## src/rtl/_rr_arbiter.sv

```systemverilog
`default_nettype none
// ============================================================================
// Module   : _rr_arbiter
// Purpose  : Round-robin arbiter with held, registered one-hot grant + index.
//            Optional hold timeout enabled by defining RR_ARB_TIMEOUT_EN.
// Revision : 1.0  initial release
// ============================================================================
module _rr_arbiter #(
    parameter int n        = 2,
    parameter int m        = 4,
    parameter int HOLD_MAX = 16
) (
    input  logic         clk,
    input  logic         reset,
    input  logic [m-1:0] req,
    // `release` is a reserved word, so the owner's end-of-transaction pulse is named release_pulse
    input  logic         release_pulse,
    output logic [m-1:0] grant,
    output logic [n-1:0] grant_idx,
    output logic         busy,
    output logic         timeout
);

    typedef enum logic [0:0] {
        S_IDLE  = 1'b0,
        S_OWNED = 1'b1
    } state_t;

    localparam logic [n-1:0] c_last = n'(m - 1);
    localparam logic [m-1:0] c_one  = {{(m-1){1'b0}}, 1'b1};

    generate
        if (m < 2 || m > (1 << n) || HOLD_MAX < 1) begin : g_bad_params
            $error("_rr_arbiter: illegal parameter combination");
        end
    endgenerate

    state_t       r_state, w_state_next;
    logic [n-1:0] r_ptr, w_ptr_next;
    logic [n-1:0] r_idx, w_idx_next;
    logic [m-1:0] r_grant, w_grant_next;
    logic [n-1:0] w_base, w_scan, w_winner;
    logic [m-1:0] w_onehot;
    logic         w_found;
    logic         w_rel_event;
    logic         w_force;
    logic         w_new_grant;

    function automatic logic [n-1:0] wrap_inc(input logic [n-1:0] v);
        return (v == c_last) ? '0 : v + n'(1);
    endfunction

    // While owned, the search starts just past the owner so it ends up last
    assign w_base      = (r_state == S_OWNED) ? wrap_inc(r_idx) : r_ptr;
    assign w_rel_event = (r_state == S_OWNED) && (release_pulse || !req[r_idx] || w_force);

    always_comb begin
        w_found  = 1'b0;
        w_winner = w_base;
        w_scan   = w_base;
        for (int i = 0; i < m; i++) begin
            if (!w_found && req[w_scan]) begin
                w_found  = 1'b1;
                w_winner = w_scan;
            end
            w_scan = wrap_inc(w_scan);
        end
    end

    assign w_onehot = c_one << w_winner;

    always_comb begin
        w_state_next = r_state;
        w_ptr_next   = r_ptr;
        w_idx_next   = r_idx;
        w_grant_next = r_grant;
        w_new_grant  = 1'b0;
        case (r_state)
            S_IDLE: begin
                if (w_found) begin
                    w_state_next = S_OWNED;
                    w_idx_next   = w_winner;
                    w_grant_next = w_onehot;
                    w_new_grant  = 1'b1;
                end
            end
            S_OWNED: begin
                if (w_rel_event) begin
                    w_ptr_next = wrap_inc(r_idx);
                    if (w_found) begin
                        w_idx_next   = w_winner;
                        w_grant_next = w_onehot;
                        w_new_grant  = 1'b1;
                    end else begin
                        w_state_next = S_IDLE;
                        w_grant_next = '0;
                    end
                end
            end
            default: begin
                w_state_next = S_IDLE;
                w_grant_next = '0;
            end
        endcase
    end

    always_ff @(posedge clk) begin
        if (reset) begin
            r_state <= S_IDLE;
            r_ptr   <= '0;
            r_idx   <= '0;
            r_grant <= '0;
        end else begin
            r_state <= w_state_next;
            r_ptr   <= w_ptr_next;
            r_idx   <= w_idx_next;
            r_grant <= w_grant_next;
        end
    end

`ifdef RR_ARB_TIMEOUT_EN
    localparam int                  c_hold_w   = $clog2(HOLD_MAX + 1);
    localparam logic [c_hold_w-1:0] c_hold_max = c_hold_w'(HOLD_MAX);

    logic [c_hold_w-1:0] r_hold, w_hold_inc;
    logic                r_timeout;

    // Forced release fires on the edge that would complete the HOLD_MAX-th owned cycle
    assign w_hold_inc = (r_hold == c_hold_max) ? r_hold : r_hold + c_hold_w'(1);
    assign w_force    = (r_state == S_OWNED) && (w_hold_inc == c_hold_max);

    always_ff @(posedge clk) begin
        if (reset) begin
            r_hold    <= '0;
            r_timeout <= 1'b0;
        end else begin
            r_timeout <= w_force;
            if (w_new_grant || (w_state_next == S_IDLE)) begin
                r_hold <= '0;
            end else begin
                r_hold <= w_hold_inc;
            end
        end
    end

    assign timeout = r_timeout;
`else
    assign w_force = 1'b0;
    assign timeout = 1'b0;
`endif

    assign grant     = r_grant;
    assign grant_idx = r_idx;
    assign busy      = (r_state == S_OWNED);

endmodule
`default_nettype wire

```

## config.mk

```make
export PLATFORM = sky130hd
export DESIGN_NAME = _rr_arbiter
export DESIGN_NICKNAME = d
export VERILOG_FILES = /design/src/rtl/_rr_arbiter.sv
export SDC_FILE = /design/constraint.sdc
export NUM_CORES = 1
export LEC_CHECK = 0
export ABC_AREA = 0
export CAP_MARGIN = 25
export CORE_MARGIN = 3
export CORE_UTILIZATION = 40
export DETAILED_ROUTE_END_ITERATION = 16
export GPL_TIMING_DRIVEN = 0
export HOLD_SLACK_MARGIN = 0.08
export PLACE_DENSITY_LB_ADDON = 0.15
export SYNTH_ARGS = -nofsm -noshare
export SYNTH_HDL_FRONTEND = slang
export SYNTH_SLANG_ARGS = --single-unit
```

## constraint.sdc

```tcl
create_clock -name clk -period 1.76 [get_ports clk]
set_input_delay 0.264 -clock clk [delete_from_list [all_inputs] [get_ports clk]]
set_output_delay 0.264 -clock clk [all_outputs]
set_load 0.02 [all_outputs]
```

After elaboration in Yosys (flattened, before gate mapping)
Index checks and enable logic that the tools add are counted.
{"block": "totals", "regBits": 9, "elab_cells": 64}
{"block": "op_classes", "n_reduce_logical": 11, "eq_ne": 6, "bitwise_logic": 1, "n_lt_le_gt_ge": 5, "shifts": 1, "n_addsub": 4, "mux": 32}
{"cell": "$mux 2", "count": 10}
{"cell": "$lt 2x3->1 const B", "count": 5}
{"cell": "$mux 4", "count": 3}
{"cell": "$mux 1", "count": 11}
{"cell": "$bmux 1 s2", "count": 5}
{"cell": "$add 2x1->2 const B", "count": 4}
{"cell": "$eq 2x2->1 const B", "count": 4}
{"cell": "$pmux 4 s2", "count": 1}
{"cell": "$logic_and 1x1->1", "count": 4}
{"cell": "$logic_not 1->1", "count": 4}
{"cell": "$pmux 2 s2", "count": 1}
{"cell": "$reduce_and 2->1", "count": 2}
{"cell": "$shl 1x2->4 const A", "count": 1}
{"cell": "$ne 2x1->1 const B", "count": 1}
{"cell": "$ne 2x2->1 const B", "count": 1}
{"cell": "$pmux 1 s2", "count": 1}
{"cell": "$logic_or 1x1->1", "count": 1}
{"cell": "$not 1->1", "count": 1}

Depth between registers and ports, before layout
{"block": "logic_depth", "word_depth": 19, "depth_mapped": 6, "ltp_nobuf": 6}

Least setup slack after synthesis
OpenSTA, ideal clock, no wires.
{"block": "synth_path", "kind": "register to register", "start": "register r_idx[0] (netlist: grant_idx[0])", "end": "register r_idx[0] (netlist: grant_idx[0])", "path_stages_with_launch": 7, "period_less_slack_ns": 1.865, "n_path_buf": 0, "path_slack_ns": -0.105, "arrival_ns": 1.795, "path_cell_list": "dfxtp_1 -> ha_1 -> mux2i_2 -> o21ai_1 -> o22a_1 -> or3b_1 -> a21oi_1"}
{"block": "synth_between", "elab_chain_cells": 18, "word_cells_on_any_way": 43}
{"element": "start, declared", "line_no": "40", "rtl": "logic [n-1:0] r_idx, w_idx_next;"}
{"element": "start signal, assigned", "line_no": "116", "rtl": "r_idx <= w_idx_next;"}
{"element": "parallel branches: the longest is 18 deep, another holds $add 2x1->2"}
Several ways; the timed one is not identified. The select of a mux whose other input is x is not followed.
A chain may end at the register's enable or synchronous reset.

Final worst setup path
{"block": "layout_path", "start": "register r_idx[1] (netlist: grant_idx[1])", "end": "register r_idx[0] (netlist: grant_idx[0])"}
Same word-level chain as after synthesis.

==> results.sh <==
export IMPL_status="complete, no violations"
export IMPL_min_delay_start="r_ptr[0]"
export IMPL_die_h_um=42.93
export IMPL_cp_start_kind="flop"
export IMPL_synth_xor_area_share=0
export IMPL_period_share=0.9752
export IMPL_grt_remaining_overflow=0
export IMPL_synthSimpleGateAreaFrac=0.2798
export IMPL_antenna_cells=0
export IMPL_route_met2_wl_um=591
export IMPL_yosys_cell_types_count=30
export IMPL_cts_buffers=3
export IMPL_final_max_slew_viol_count=0
export IMPL_peakVddDrop_mv=0.4880
export IMPL_min_path_cells=2
export IMPL_grt_start_max_net_pins=11
export IMPL_synth_area_leaders="dfxtp_1 (33%), nand2b_1 (6.9%), a21oi_1 (4.6%), mux4_2 (4.1%), nand2_1 (4.1%)"
export IMPL_antenna_found_initial=0
export IMPL_setup_viol=0
export IMPL_power_uw=720.4
export IMPL_stdcell_area_um2=804.5
export IMPL_cp_end_kind="flop"
export IMPL_first_iter_violations=11
export IMPL_leakagePower_uw=0.0003329
export IMPL_cts_sinks=9
export IMPL_remaining_drc_errors=0
export IMPL_fill_cells=108
export IMPL_ys_ff_latch=9
export IMPL_synth_top_family_by_area="simple AND/OR/NAND/NOR gates"
export IMPL_yosysSeqAreaShare=0.3303
export IMPL_ant_nets=0
export IMPL_crit_slowest_cell="mux4_2"
export IMPL_vias=556
export IMPL_yosys_warnings=0
export IMPL_arrival_ps=1900
export IMPL_synthAdderAreaFrac=0.02294
export IMPL_synth_top_area_share=0.3303
export IMPL_clk_pin_slew_ps=60
export IMPL_die_area_mm2=0.001843
export IMPL_root_buffer="clkbuf_4"
export IMPL_topRoutingLayerUsed="met4"
export IMPL_tns_ps=0
export IMPL_gp_congestion=0.7528
export IMPL_finClkSkew_ps=2.792
export IMPL_path_cells="mux4_2 -> a21o_1 -> or3b_1 -> a21oi_1"
export IMPL_io_buffers=13
export IMPL_m1WireLength_um=669
export IMPL_wl_met3_um=63
export IMPL_clk_insertion_delay_late_ps=260
export IMPL_syn_nets=72
export IMPL_synth_compound_area_frac=0.2339
export IMPL_synth_mux_area_frac=0.08486
export IMPL_syn_inst=64
export IMPL_grt_pass1_vias=473
export IMPL_syn_avg_cell_area_um2=8.524
export IMPL_final_net_count=96
export IMPL_place_area_um2=704.4
export IMPL_rsz0062_at_grt="yes"
export IMPL_dp_hpwl_um=881.9
export IMPL_tightest_slew_ps=533.2
export IMPL_rows=12
export IMPL_reg2regPathDepth=4
export IMPL_cts_tree="done"
export IMPL_max_slew_margin_rel=0.6413
export IMPL_dp_slack_ps=-366.6
export IMPL_grt_total_usage=0.1461
export IMPL_crit_fanout=5
export IMPL_period_needed_ps=1716
export IMPL_yosysTopAreaCell="dfxtp_1"
export IMPL_syn_cell_area_um2=545.5
export IMPL_dr_pass1_iters=4
export IMPL_vias_per_cell=5.505
export IMPL_coreArea_mm2=0.001186
export IMPL_p_per_area_mw_per_mm2=895.5
export IMPL_final_hold_violation_count=0
export IMPL_rr_endpoint="grant_idx[0]"
export IMPL_maxCapViolCount=0
export IMPL_grt_pass1_wl_mm=2.014
export IMPL_die_x_um=42.93
export IMPL_reg2reg_slack_ps=40
export IMPL_max_freq_mhz=582.6
export IMPL_htree_num_levels=1
export IMPL_min_to="r_ptr[0]"
export IMPL_path_class="flop to flop"
export IMPL_instances_no_fill=101
export IMPL_dp_cells=91
export IMPL_cpPeakStageDelay_ps=530
export IMPL_wire_per_inst_um=13.31
export IMPL_layout_drive_gt1_share=0.2184
export IMPL_required_ps=1940
export IMPL_area_growth_pct=47.48
export IMPL_pin_count=15
export IMPL_r2r_start="grant_idx[1]"
export IMPL_initial_core_util=0.4599
export IMPL_totalWireLength_mm=1.344
export IMPL_hold_class="flop to flop"
export IMPL_fin_ws_ps=43.57
export IMPL_cts_buffer_depth=2
worst max path at each step:
stage / startpoint / to / slack [ps] / cells past startpoint
5_1_grt: grant_idx[0] / grant_idx[1] / -40 / 7
4_1_cts: grant_idx[1] / grant_idx[0] / 8 / 4
3_3_place_gp: req[3] / grant_idx[0] / -360 / 5
2_1_floorplan: grant_idx[0] / grant_idx[0] / 60 / 6
6_report: grant_idx[1] / grant_idx[0] / 40 / 4
3_5_place_dp: req[3] / grant_idx[0] / -370 / 5
cells in the final DEF, fill, tap and decap left out, drive strengths merged:
master and count:
nor2 4, nand3 1, a32o 2, o22a 1
clkbuf 5, dlygate4sd2 4, ha 1, o32ai 3
and2b 1, a21o 2, and2 1, nor3 1
mux2i 2, o21ai 2, a21oi 5, and3 2
mux4 1, or3b 1, nor2b 3, buf 7
dfxtp 9, nor4 1, nand2b 6, a31oi 1
clkdlybuf4s50 9, nand2 6, a211o 1, or3 1
inv 3, conb 1
cell type report:
type	count	area, um^2	share of cell area
well taps	14	17.52	0.02177
clock buffers	4	26.28	0.03266
multi-input cells	50	379.1	0.4712
repair buffers	19	170.2	0.2115
inverters	3	11.26	0.01400
plain buffers	2	11.26	0.01400
flip-flops and latches	9	188.9	0.2348
critical path: cells and delay by family, from the launching register on:
kind             cells  cell delay (ps)
flip-flops           1              370
AO/OA/AOI/OAI        2              350
multiplexers         1              530
AND/OR/NAND/NOR      1              380
state kept, by name (all words and copies together) (netlist names):
| signal | count |
|---|---|
| grant | 4 |
| grant_idx | 2 |
| r_ptr | 2 |
| busy | 1 |
cells in the mapped netlist (all sizes together):
cell	instances
dfxtp	9
nand2	6
nand2b	6
a21oi	5
nor2	4
inv	3
nor2b	3
o32ai	3
a21o	2
a32o	2
and3	2
mux2i	2
o21ai	2
a211o	1
a31oi	1
and2	1
and2b	1
buf	1
clkbuf	1
conb	1
ha	1
mux4	1
nand3	1
nor3	1
nor4	1
o22a	1
or3	1
or3b	1
stage by stage:
stage | hold slack, ps | util
2_1_floorplan | 405.2 | -
3_3_place_gp | 439.6 | 0.5939
3_5_place_dp | 452.2 | 0.5939
4_1_cts | 462.1 | 0.6477
5_1_grt | 488.5 | 0.6783
6_report | 463.4 | 0.6783
cell families (layout without fill, tap and decap cells):
logic type / Yosys count / count (layout)
other: 1 / 1
and+or+nand+nor: 28 / 28
AOI/OAI and AO/OA: 17 / 17
adders and majority gates: 1 / 1
buffers and inverters: 5 / 28
muxes: 3 / 3
DFF: 9 / 9
metal layers:
metal,global-route usage,up-vias
met5,0,-
met4,0.07229,0
met3,0.04237,4
met2,0.1976,17
met1,0.2072,258
li1,-,277
report_power, final:
| group | internal [uW] | total (uW) | switching (uW) |
|---|---|---|---|
| clock | 87.5 | 163 | 75.2 |
| combinational | 156 | 299 | 143 |
| sequential | 233 | 259 | 25.4 |
| total | 477 | 720 | 243 |
repair_timing:
item	4_1_cts	5_1_grt
resized for setup	5	5
endpoints found under the hold margin	0	0
setup endpoints to repair	5	7
hold buffers	0	0
gates cloned	0	0
pin swaps	1	2
setup buffers	4	2
No activity file was read; power rests on OpenSTA's default activity.
